`config.mk`:
```
export PLATFORM = sky130hd
export DESIGN_NAME = alu_muldiv_seq
export DESIGN_NICKNAME = d
export VERILOG_FILES = /design/src/rtl/alu_muldiv_seq.sv
export SDC_FILE = /design/constraint.sdc
export NUM_CORES = 1
export LEC_CHECK = 0
export ABC_AREA = 1
export BUFFER_PORTS_ARGS = -buffer_cell sky130_fd_sc_hd__buf_2
export CAP_MARGIN = 20
export CORE_AREA = 8 8 199 201
export DETAILED_ROUTE_END_ITERATION = 10
export DIE_AREA = 0 0 207 209
export PLACE_DENSITY = 0.88
export SETUP_SLACK_MARGIN = 0.05
export SYNTH_ARGS = -nofsm -noshare
export SYNTH_HDL_FRONTEND = slang
export SYNTH_SLANG_ARGS = --single-unit
```
`constraint.sdc`:
```
create_clock -name clk -period 19.5 [get_ports clk]
set_input_delay 0.975 -clock clk [delete_from_list [all_inputs] [get_ports clk]]
set_output_delay 0.975 -clock clk [all_outputs]
set_load 0.05 [all_outputs]
```
`src/rtl/alu_muldiv_seq.sv`:
```
// alu_muldiv_seq
// Sequential 64-bit unsigned multiply / divide engine that borrows a shared,
// external 64-bit ALU. A multiply is shift-and-add over 64 cycles and keeps
// the low 64 bits of the product. A divide is restoring division over 64
// cycles and returns the quotient and remainder. A divide by zero skips the
// iterations and completes with result=0, remainder=dividend and
// div_by_zero=1.
//
// Ports
//   clk          in   single clock, rising edge
//   reset        in   asynchronous, active-high
//   start        in   request pulse, sampled only while idle
//   op           in   0 = multiply (low 64 bits), 1 = divide
//   opA / opB    in   multiplicand / multiplier, or dividend / divisor
//   busy         out  operation in progress
//   done         out  one-cycle completion pulse
//   result       out  product low half or quotient
//   remainder    out  divide remainder (0 after a multiply)
//   div_by_zero  out  last completion was a divide with opB == 0
//   alu_A/alu_B  out  operands to the shared ALU
//   alu_sel      out  ALU function: 000 pass B, 010 add, 011 subtract
//   alu_out      in   combinational ALU result for the current cycle
//   alu_carry    in   ALU carry-out; on subtract, 1 means no borrow
module alu_muldiv_seq (
  input  logic        clk,
  input  logic        reset,
  input  logic        start,
  input  logic        op,
  input  logic [63:0] opA,
  input  logic [63:0] opB,
  output logic        busy,
  output logic        done,
  output logic [63:0] result,
  output logic [63:0] remainder,
  output logic        div_by_zero,
  output logic [63:0] alu_A,
  output logic [63:0] alu_B,
  output logic [2:0]  alu_sel,
  input  logic [63:0] alu_out,
  input  logic        alu_carry
);

  localparam logic [2:0] ALU_PASS_B = 3'b000;
  localparam logic [2:0] ALU_ADD    = 3'b010;
  localparam logic [2:0] ALU_SUB    = 3'b011;

  typedef enum logic [1:0] {S_IDLE, S_MUL, S_DIV, S_DONE} state_t;

  state_t      r_state;
  logic [5:0]  r_cnt;
  // r_acc is P while multiplying and R while dividing; r_m is M or D.
  logic [63:0] r_acc;
  logic [63:0] r_q;
  logic [63:0] r_m;
  logic        r_op;
  logic        r_dbz;
  logic        r_busy;
  logic        r_done;
  logic [63:0] r_result;
  logic [63:0] r_remainder;
  logic        r_div_by_zero;

  // Divide step: shift the next dividend bit into the partial remainder.
  // When R[63] is set the shifted value has an implicit bit 64, so it is
  // always >= D and the subtract is taken regardless of the ALU borrow.
  logic [63:0] w_shift;
  logic        w_take;
  assign w_shift = {r_acc[62:0], r_q[63]};
  assign w_take  = r_acc[63] | alu_carry;

  // The ALU is combinational outside this block, so its operands must be a
  // same-cycle function of the current state.
  // NOTE: every signal assigned in an always_comb gets a default first, so no
  // path through the case leaves it unassigned and no latch is inferred.
  always_comb begin
    alu_A   = '0;
    alu_B   = '0;
    alu_sel = ALU_PASS_B;
    case (r_state)
      S_MUL: begin
        alu_A   = r_acc;
        alu_B   = r_q[0] ? r_m : '0;
        alu_sel = ALU_ADD;
      end
      S_DIV: begin
        alu_A   = w_shift;
        alu_B   = r_m;
        alu_sel = ALU_SUB;
      end
      default: ;
    endcase
  end

  // NOTE: state registers use non-blocking assignments so every register
  // samples pre-edge values and the simulation order of statements is moot.
  // NOTE: the datapath registers are plain flops (no RAM), so they are all
  // cleared by reset; a mid-operation reset simply abandons the operation.
  always_ff @(posedge clk or posedge reset) begin
    if (reset) begin
      r_state       <= S_IDLE;
      r_cnt         <= '0;
      r_acc         <= '0;
      r_q           <= '0;
      r_m           <= '0;
      r_op          <= 1'b0;
      r_dbz         <= 1'b0;
      r_busy        <= 1'b0;
      r_done        <= 1'b0;
      r_result      <= '0;
      r_remainder   <= '0;
      r_div_by_zero <= 1'b0;
    end else begin
      r_done <= 1'b0;
      case (r_state)
        S_IDLE: begin
          if (start) begin
            r_busy <= 1'b1;
            r_cnt  <= '0;
            r_op   <= op;
            if (op && (opB == '0)) begin
              // Divide by zero: stage the fixed outcome and finish at once.
              r_acc   <= opA;
              r_q     <= '0;
              r_m     <= '0;
              r_dbz   <= 1'b1;
              r_state <= S_DONE;
            end else if (op) begin
              r_acc   <= '0;
              r_q     <= opA;
              r_m     <= opB;
              r_dbz   <= 1'b0;
              r_state <= S_DIV;
            end else begin
              r_acc   <= '0;
              r_m     <= opA;
              r_q     <= opB;
              r_dbz   <= 1'b0;
              r_state <= S_MUL;
            end
          end
        end
        S_MUL: begin
          r_acc <= alu_out;
          r_m   <= r_m << 1;
          r_q   <= r_q >> 1;
          r_cnt <= r_cnt + 6'd1;
          if (r_cnt == 6'd63) r_state <= S_DONE;
        end
        S_DIV: begin
          r_acc <= w_take ? alu_out : w_shift;
          r_q   <= {r_q[62:0], w_take};
          r_cnt <= r_cnt + 6'd1;
          if (r_cnt == 6'd63) r_state <= S_DONE;
        end
        S_DONE: begin
          // For a divide Q holds the quotient and R the remainder; for a
          // multiply P is the product. A zero divisor staged R=opA, Q=0.
          r_done        <= 1'b1;
          r_busy        <= 1'b0;
          r_result      <= r_op ? r_q : r_acc;
          r_remainder   <= r_op ? r_acc : '0;
          r_div_by_zero <= r_dbz;
          r_state       <= S_IDLE;
        end
        default: r_state <= S_IDLE;
      endcase
    end
  end

  assign busy        = r_busy;
  assign done        = r_done;
  assign result      = r_result;
  assign remainder   = r_remainder;
  assign div_by_zero = r_div_by_zero;

endmodule

```
==> results.yml, run 1 <==
floorplan:
  dieArea_sq_um: 43260
  initial_core_util_pct: 54.45
  die_h_um: 209
  num_rows: 70
  ios: 459
  fp.dieW_um: 207
  coreArea_sq_um: 36260
grt:
  grt_max_degree: 118
  grt_first_pass_wirelength_mm: 119.0
  grt_pass1_vias: 22206
  grt_busiest_layer: "met2"
  grtUsageMet1_pct: 42.58
  globalRouteTotalUtil_pct: 32.99
  antenna_found_initial: 12
  globalRouteOverflowTotal: 0
  grt_util_met2_pct: 52.03
  grtUsageMet3_pct: 6.450
cells_and_area:
  final_util_pct: 63.92
  drive_gt1_share_pct: 17.98
  multi_input_area_sq_um: 9697
  nNetsFinal: 3309
  area_growth_pct: 17.40
  n_fill_cell: 3158
  layout.cells.non_filler: 3610
  seq_area_sq_um: 8338
worst_setup_path:
  path_class: "register to output port"
  cpPeakStageDelay_ns: 0.62
  crit_top_cell: "buf_4"
  critical-path-slowest-cell: "buf_4"
  reg2reg_depth: 7
  cp.arrival_ns: 3.77
  rrSetupSlack_ns: 14.84
  timing.rr.end: "r_m[35]$_DFFE_PP0P_"
  path_max_fanout: 70
  crit_family: "buffers and inverters"
  crit_chain: "inv_1, ha_4, inv_2, buf_4, nand2_1, nand2_2, buf_4, nor2_1, buf_2"
  cp_num_buf_inv: 5
  startpoint_type: "register"
  r2r-start: "r_state[1]$_DFFE_PP0P_"
  cp-end-kind: "output port"
  cp-startpoint: "r_state[0]$_DFFE_PP0P_"
  critPathRequiredTime_ns: 18.53
timing:
  setup_ws_ns: 14.76
  finClkSkew_ns: 0.01435
  worst-slew-pin-transition_ns: 1.138
  max_slew_margin_pct: 24.13
  rsz0062_at_grt: "no"
  period_share_pct: 24.31
  fin_crit_ns: 4.741
  hold_viol_final: 0
  setup_tns_ns: 0
  drv_slew: 0
  setup_viol: 0
  max_freq_mhz: 210.9
synth:
  synth_top_area_share_pct: 42.21
  synth_most_common_cell: "nand2_1"
  ys_warn_count: 0
  yosysTopAreaCell: "dfrtp_1"
  seq_area_frac_synth_pct: 42.21
  synth_nets: 3036
  synth.distinct_cells: 28
  syn-instance-count: 2833
  ys.flop_type: "dfrtp_1"
  synthesis.area_sq_um: 19740
  synth_edf_count: 0
  synth-seq-cells: 333
  netlist_top_cells_count: "nand2_1, nor2_1, dfrtp_1"
  synthTopCellsByArea: "dfrtp_1, nand2_1, nor2_1, a21oi_1, inv_1"
  ys_async_sr_fraction_pct: 100.0
  synth.avg_cell_area_sq_um: 6.969
cts:
  cts_buffers: 39
  clock_sinks: 333
  postCtsSetupRepairBufs: 0
  cts.path.max_buffers: 3
  hold_buffers: 0
  cts_resized: 0
  clk_pin_slew_worst_paths_ns: 0.06
  tritoncts: "built"
  cts_root_buf: "clkbuf_16"
  worstSkewPairLatency_ns: 0.52
  cts_htree_levels: 2
drt:
  viasPerCell: 6.322
  postRouteAntennaNets: 0
  drt_drc_violations_left: 0
  wirelength_mm: 74.67
  dr.pass1.iters: 7
  initialDrtViolationCount: 3181
  wire_per_inst_um: 20.68
  num_vias: 22822
worst_hold_path:
  hold_path_depth: 2
  min_path_type: "register to register"
  min-delay-start: "div_by_zero$_DFFE_PP0P_"
  hold_end: "div_by_zero$_DFFE_PP0P_"
placed_design:
  hpwlAfterDp_mm: 48.50
  gp_congestion: 0.9341
  post-place-cells: 3533
  io_buffers: 457
  place_ws_ns: 15.04
run:
  timing.max_cap.violations: 0
outcome:
  status: "finished, final reports clean"
## state kept, by name, indices dropped and copies added, names as in the netlist
| signal | count |
|---|---|
| remainder | 64 |
| r_op | 1 |
| div_by_zero | 1 |
| done | 1 |
| r_state | 2 |
| result | 64 |
| r_m | 64 |
| r_acc | 64 |
| r_cnt | 6 |
| busy | 1 |
| r_dbz | 1 |
| r_q | 64 |
## worst min-delay path: stages (launching register included)
cell     delay (ns)
dfrtp_1        0.34
nand2_1        0.05
nand2_1        0.05
## kinds of logic (layout without fill, tap and decap cells)
| group | after synthesis | count (layout) | synth area share (%) |
|---|---|---|---|
| and+or+nand+nor | 1248 | 1248 | 25.01 |
| adders and majority gates | 6 | 6 | 0.3802 |
| AOI/OAI and AO/OA | 786 | 786 | 23.23 |
| buffers and inverters | 459 | 757 | 9.158 |
| other | 1 | 12 | 0.01899 |
| DFF | 333 | 333 | 42.21 |
## how the worst max path moves through the flow
stage	endpoint	slack, ns	cells after the start
after floorplan	busy$_DFFE_PP0P_	9.30	1
after CTS	alu_B[31]	14.84	9
after global placement	r_m[13]$_DFFE_PP0P_	15.24	7
after detailed placement	r_m[25]$_DFFE_PP0P_	15.04	7
after global routing	alu_B[31]	14.60	9
final	alu_B[27]	14.76	9
## area by class of cell
type                            count  area share, %
Antenna cell                       11         0.1188
Multi-Input combinational cell   2041          41.84
Timing Repair Buffer              483          10.79
Sequential cell                   333          35.97
Tap cell                          468          2.526
Inverter                          208          3.444
Clock buffer                       59          5.150
Clock inverter                      7         0.1619
## layout by cell type, fill, tap and decap left out, drive strengths merged
master    instances
o2111ai           1
o31ai            64
clkbuf           59
nand3            69
diode            11
a21oi           324
clkinv            6
dfrtp           333
a31oi            65
o21ai           142
a211oi           65
conb              1
nor2            495
clkinvlp          1
o211ai           63
a22oi             1
buf             483
inv             208
ha                6
o22ai            61
nand2           619
nand4            64
nor3              1
## metrics by stage
stage          hold WS [ns]  instance area [sq um]
2_1_floorplan        0.4502                  19740
3_3_place_gp         0.4555                  21900
3_5_place_dp         0.4606                  21920
4_1_cts              0.4742                  23150
5_1_grt              0.4974                  23180
6_report             0.4725                  23180
## per-layer routing
layer | part of all wire [%] | wire [um]
met2 | 45 | 33940
met4 | 5.3 | 3958
met5 | 0.029 | 22
met3 | 11 | 8321
met1 | 38 | 28430
Power of run 1 is not shown: default switching activity piles up to over one toggle a cycle in this logic, so the estimate is an artifact.
==> run 2: changes to the inputs <==
Settings changed: ABC_AREA 1 to 0, CORE_AREA 8 8 199 201 to 8 8 194 196, DIE_AREA 0 0 207 209 to 0 0 202 204, PLACE_DENSITY 0.88 to 0.87.
Clock period 19.5 ns to 4.4 ns, I/O delays scaled along.
==> results.yml, run 2 <==
synth:
  synth.distinct_cells: 39
  yosysTopAreaCell: "dfrtp_1"
  synthesis.area_sq_um: 18330
  synth-seq-cells: 333
  synthTopCellsByArea: "dfrtp_1, mux2i_1, nor2_1, a22oi_1, a221o_1"
  synth_nets: 2155
  netlist_top_cells_count: "dfrtp_1, nor2_1, mux2i_1"
  synth_most_common_cell: "dfrtp_1"
  synth_top_area_share_pct: 45.45
  syn-instance-count: 1952
  ys_warn_count: 0
  synth_edf_count: 0
  ys_async_sr_fraction_pct: 100.0
  synth.avg_cell_area_sq_um: 9.392
  ys.flop_type: "dfrtp_1"
  seq_area_frac_synth_pct: 45.45
cells_and_area:
  n_fill_cell: 2646
  seq_area_sq_um: 8337
  nNetsFinal: 2552
  layout_commonest_cell: "buf_2"
  mostFrequentLayoutCells: "buf_2, dfrtp_1, nor2_1"
  multi_input_area_sq_um: 8920
  area_growth_pct: 23.66
  drive_gt1_share_pct: 25.78
cts:
  cts_root_buf: "clkbuf_16"
  worstSkewPairLatency_ns: 0.52
  cts_buffers: 37
  clk_pin_slew_worst_paths_ns: 0.07
  clock_sinks: 333
  postCtsSetupRepairBufs: 0
  cts.path.max_buffers: 3
  tritoncts: "built"
  cts_htree_levels: 2
  cts_resized: 0
drt:
  dr.pass1.iters: 8
  viasPerCell: 6.391
  drt_drc_violations_left: 0
  topRoutingLayerUsed: "met4"
  num_vias: 18151
  postRouteAntennaNets: 0
  wirelength_met1_mm: 24.65
  initialDrtViolationCount: 2011
  wire_per_inst_um: 22.98
  met2WireLength_mm: 31.16
  wl_met3_mm: 6.722
  wirelength_mm: 65.26
placed_design:
  gp_congestion: 0.9365
  io_buffers: 457
  hpwlAfterDp_mm: 42.65
floorplan:
  die_h_um: 204
  dieArea_sq_um: 41210
  fp.dieW_um: 202
  num_rows: 69
  ios: 459
  coreArea_sq_um: 34790
  initial_core_util_pct: 52.69
worst_setup_path:
  cpPeakStageDelay_ns: 0.67
  cp-end-kind: "output port"
  crit_chain: "inv_1, ha_4, buf_4, a22oi_1, nor2_1, buf_2"
  r2r-start: "r_state[0]$_DFFE_PP0P_"
  critical-path-slowest-cell: "buf_4"
  startpoint_type: "register"
  path_max_fanout: 67
  path_class: "register to output port"
  reg2reg_depth: 7
  critPathRequiredTime_ns: 4.18
  cp-startpoint: "r_state[1]$_DFFE_PP0P_"
  cp.arrival_ns: 3.19
  rrSetupSlack_ns: 1.18
timing:
  finClkSkew_ns: 0.01150
  setup_viol: 0
  setup_tns_ns: 0
  drv_slew: 0
  max_freq_mhz: 293.1
  rsz0062_at_grt: "no"
  fin_crit_ns: 3.412
  worst-slew-pin-transition_ns: 1.031
  hold_viol_final: 0
  period_share_pct: 77.54
  max_slew_margin_pct: 31.24
grt:
  grt_pass1_vias: 17891
  grt_max_degree: 191
  globalRouteOverflowTotal: 0
  globalRouteTotalUtil_pct: 30.06
  grt_first_pass_wirelength_mm: 100.9
  antenna_found_initial: 7
pwr:
  power_density_nw_per_um2: 340.2
  p_leak_nw: 10.88
  peakVddDrop_uv: 228.5
  power_mw: 7.713
run:
  timing.max_cap.violations: 0
worst_hold_path:
  min-delay-start: "alu_out[39]"
  hold_path_depth: 4
  min_path_type: "primary input to register"
outcome:
  status: "finished, final reports clean"
## run 2: cell type report
cell class | count | area share, %
Clock buffer | 51 | 4.713
Sequential cell | 333 | 36.77
Timing Repair Buffer | 549 | 14.58
Multi-Input combinational cell | 1359 | 39.35
Inverter | 69 | 1.181
Tap cell | 461 | 2.544
Antenna cell | 9 | 0.09934
Clock inverter | 9 | 0.7672
## run 2: logic make-up (layout without fill, tap and decap cells)
kind of cell,Yosys count,count (layout),share of synthesized area (%)
flip-flops,333,333,45.45
XOR/XNOR,3,3,0.1434
other,1,10,0.02046
AO/OA/AOI/OAI,590,590,23.51
AND/OR/NAND/NOR,566,566,13.57
buffers and inverters,260,678,6.340
multiplexers,193,193,10.55
adder cells (fa/ha/maj),6,6,0.4095
## run 2: repair_timing
item	in CTS	in global routing
hold buffers	64	1
endpoints found under the setup margin	0	0
endpoints found under the hold margin	77	1
## run 2: report_power, final
part	internal [mW]	leakage (nW)	switching, mW
logic	0.444	5.94	0.686
registers	3.17	4.33	0.188
clock network	1.98	0.614	1.25
## run 2: metrics by stage
step                      utilization (%)  area, sq um  worst slack, ns  hold WS, ns  cells
final                               65.16        22670           0.9882      0.04439   2840
after global routing                65.15        22670           0.8285      0.03248   2838
after CTS                           64.99        22610            1.025    0.0007319   2829
after detailed placement            59.57        20730           0.9475       0.2355   2705
after global placement              59.57        20730           0.9799       0.2395   2705
after floorplan                         -        18340          -0.2686       0.3650   1952
## run 2: final timing paths
kind / endpoint
max in group asynchronous: r_op$_DFFE_PP0P_
min in group asynchronous: result[61]$_DFFE_PP0P_
hold / removal: r_acc[39]$_DFFE_PP0P_
setup / recovery: alu_A[20]
setup reg to reg: r_q[6]$_DFFE_PP0P_
hold reg to reg: r_m[63]$_DFFE_PP0P_
## run 2: worst max-delay path, delay by kind of cell (launching register included)
| family | cells | cell delay [ns] |
|---|---|---|
| flip-flops | 1 | 0.44 |
| AO/OA/AOI/OAI | 1 | 0.30 |
| adder cells (fa/ha/maj) | 1 | 0.55 |
| buffers and inverters | 3 | 1.14 |
| AND/OR/NAND/NOR | 1 | 0.14 |
## run 2: per-layer routing
layer	vias to the layer above	global-route usage [%]
li1	7923	-
met1	8757	37.85
met2	1269	49.11
met3	202	6.673
met4	0	13.78
met5	-	0
No activity file was read; power rests on OpenSTA's default activity.
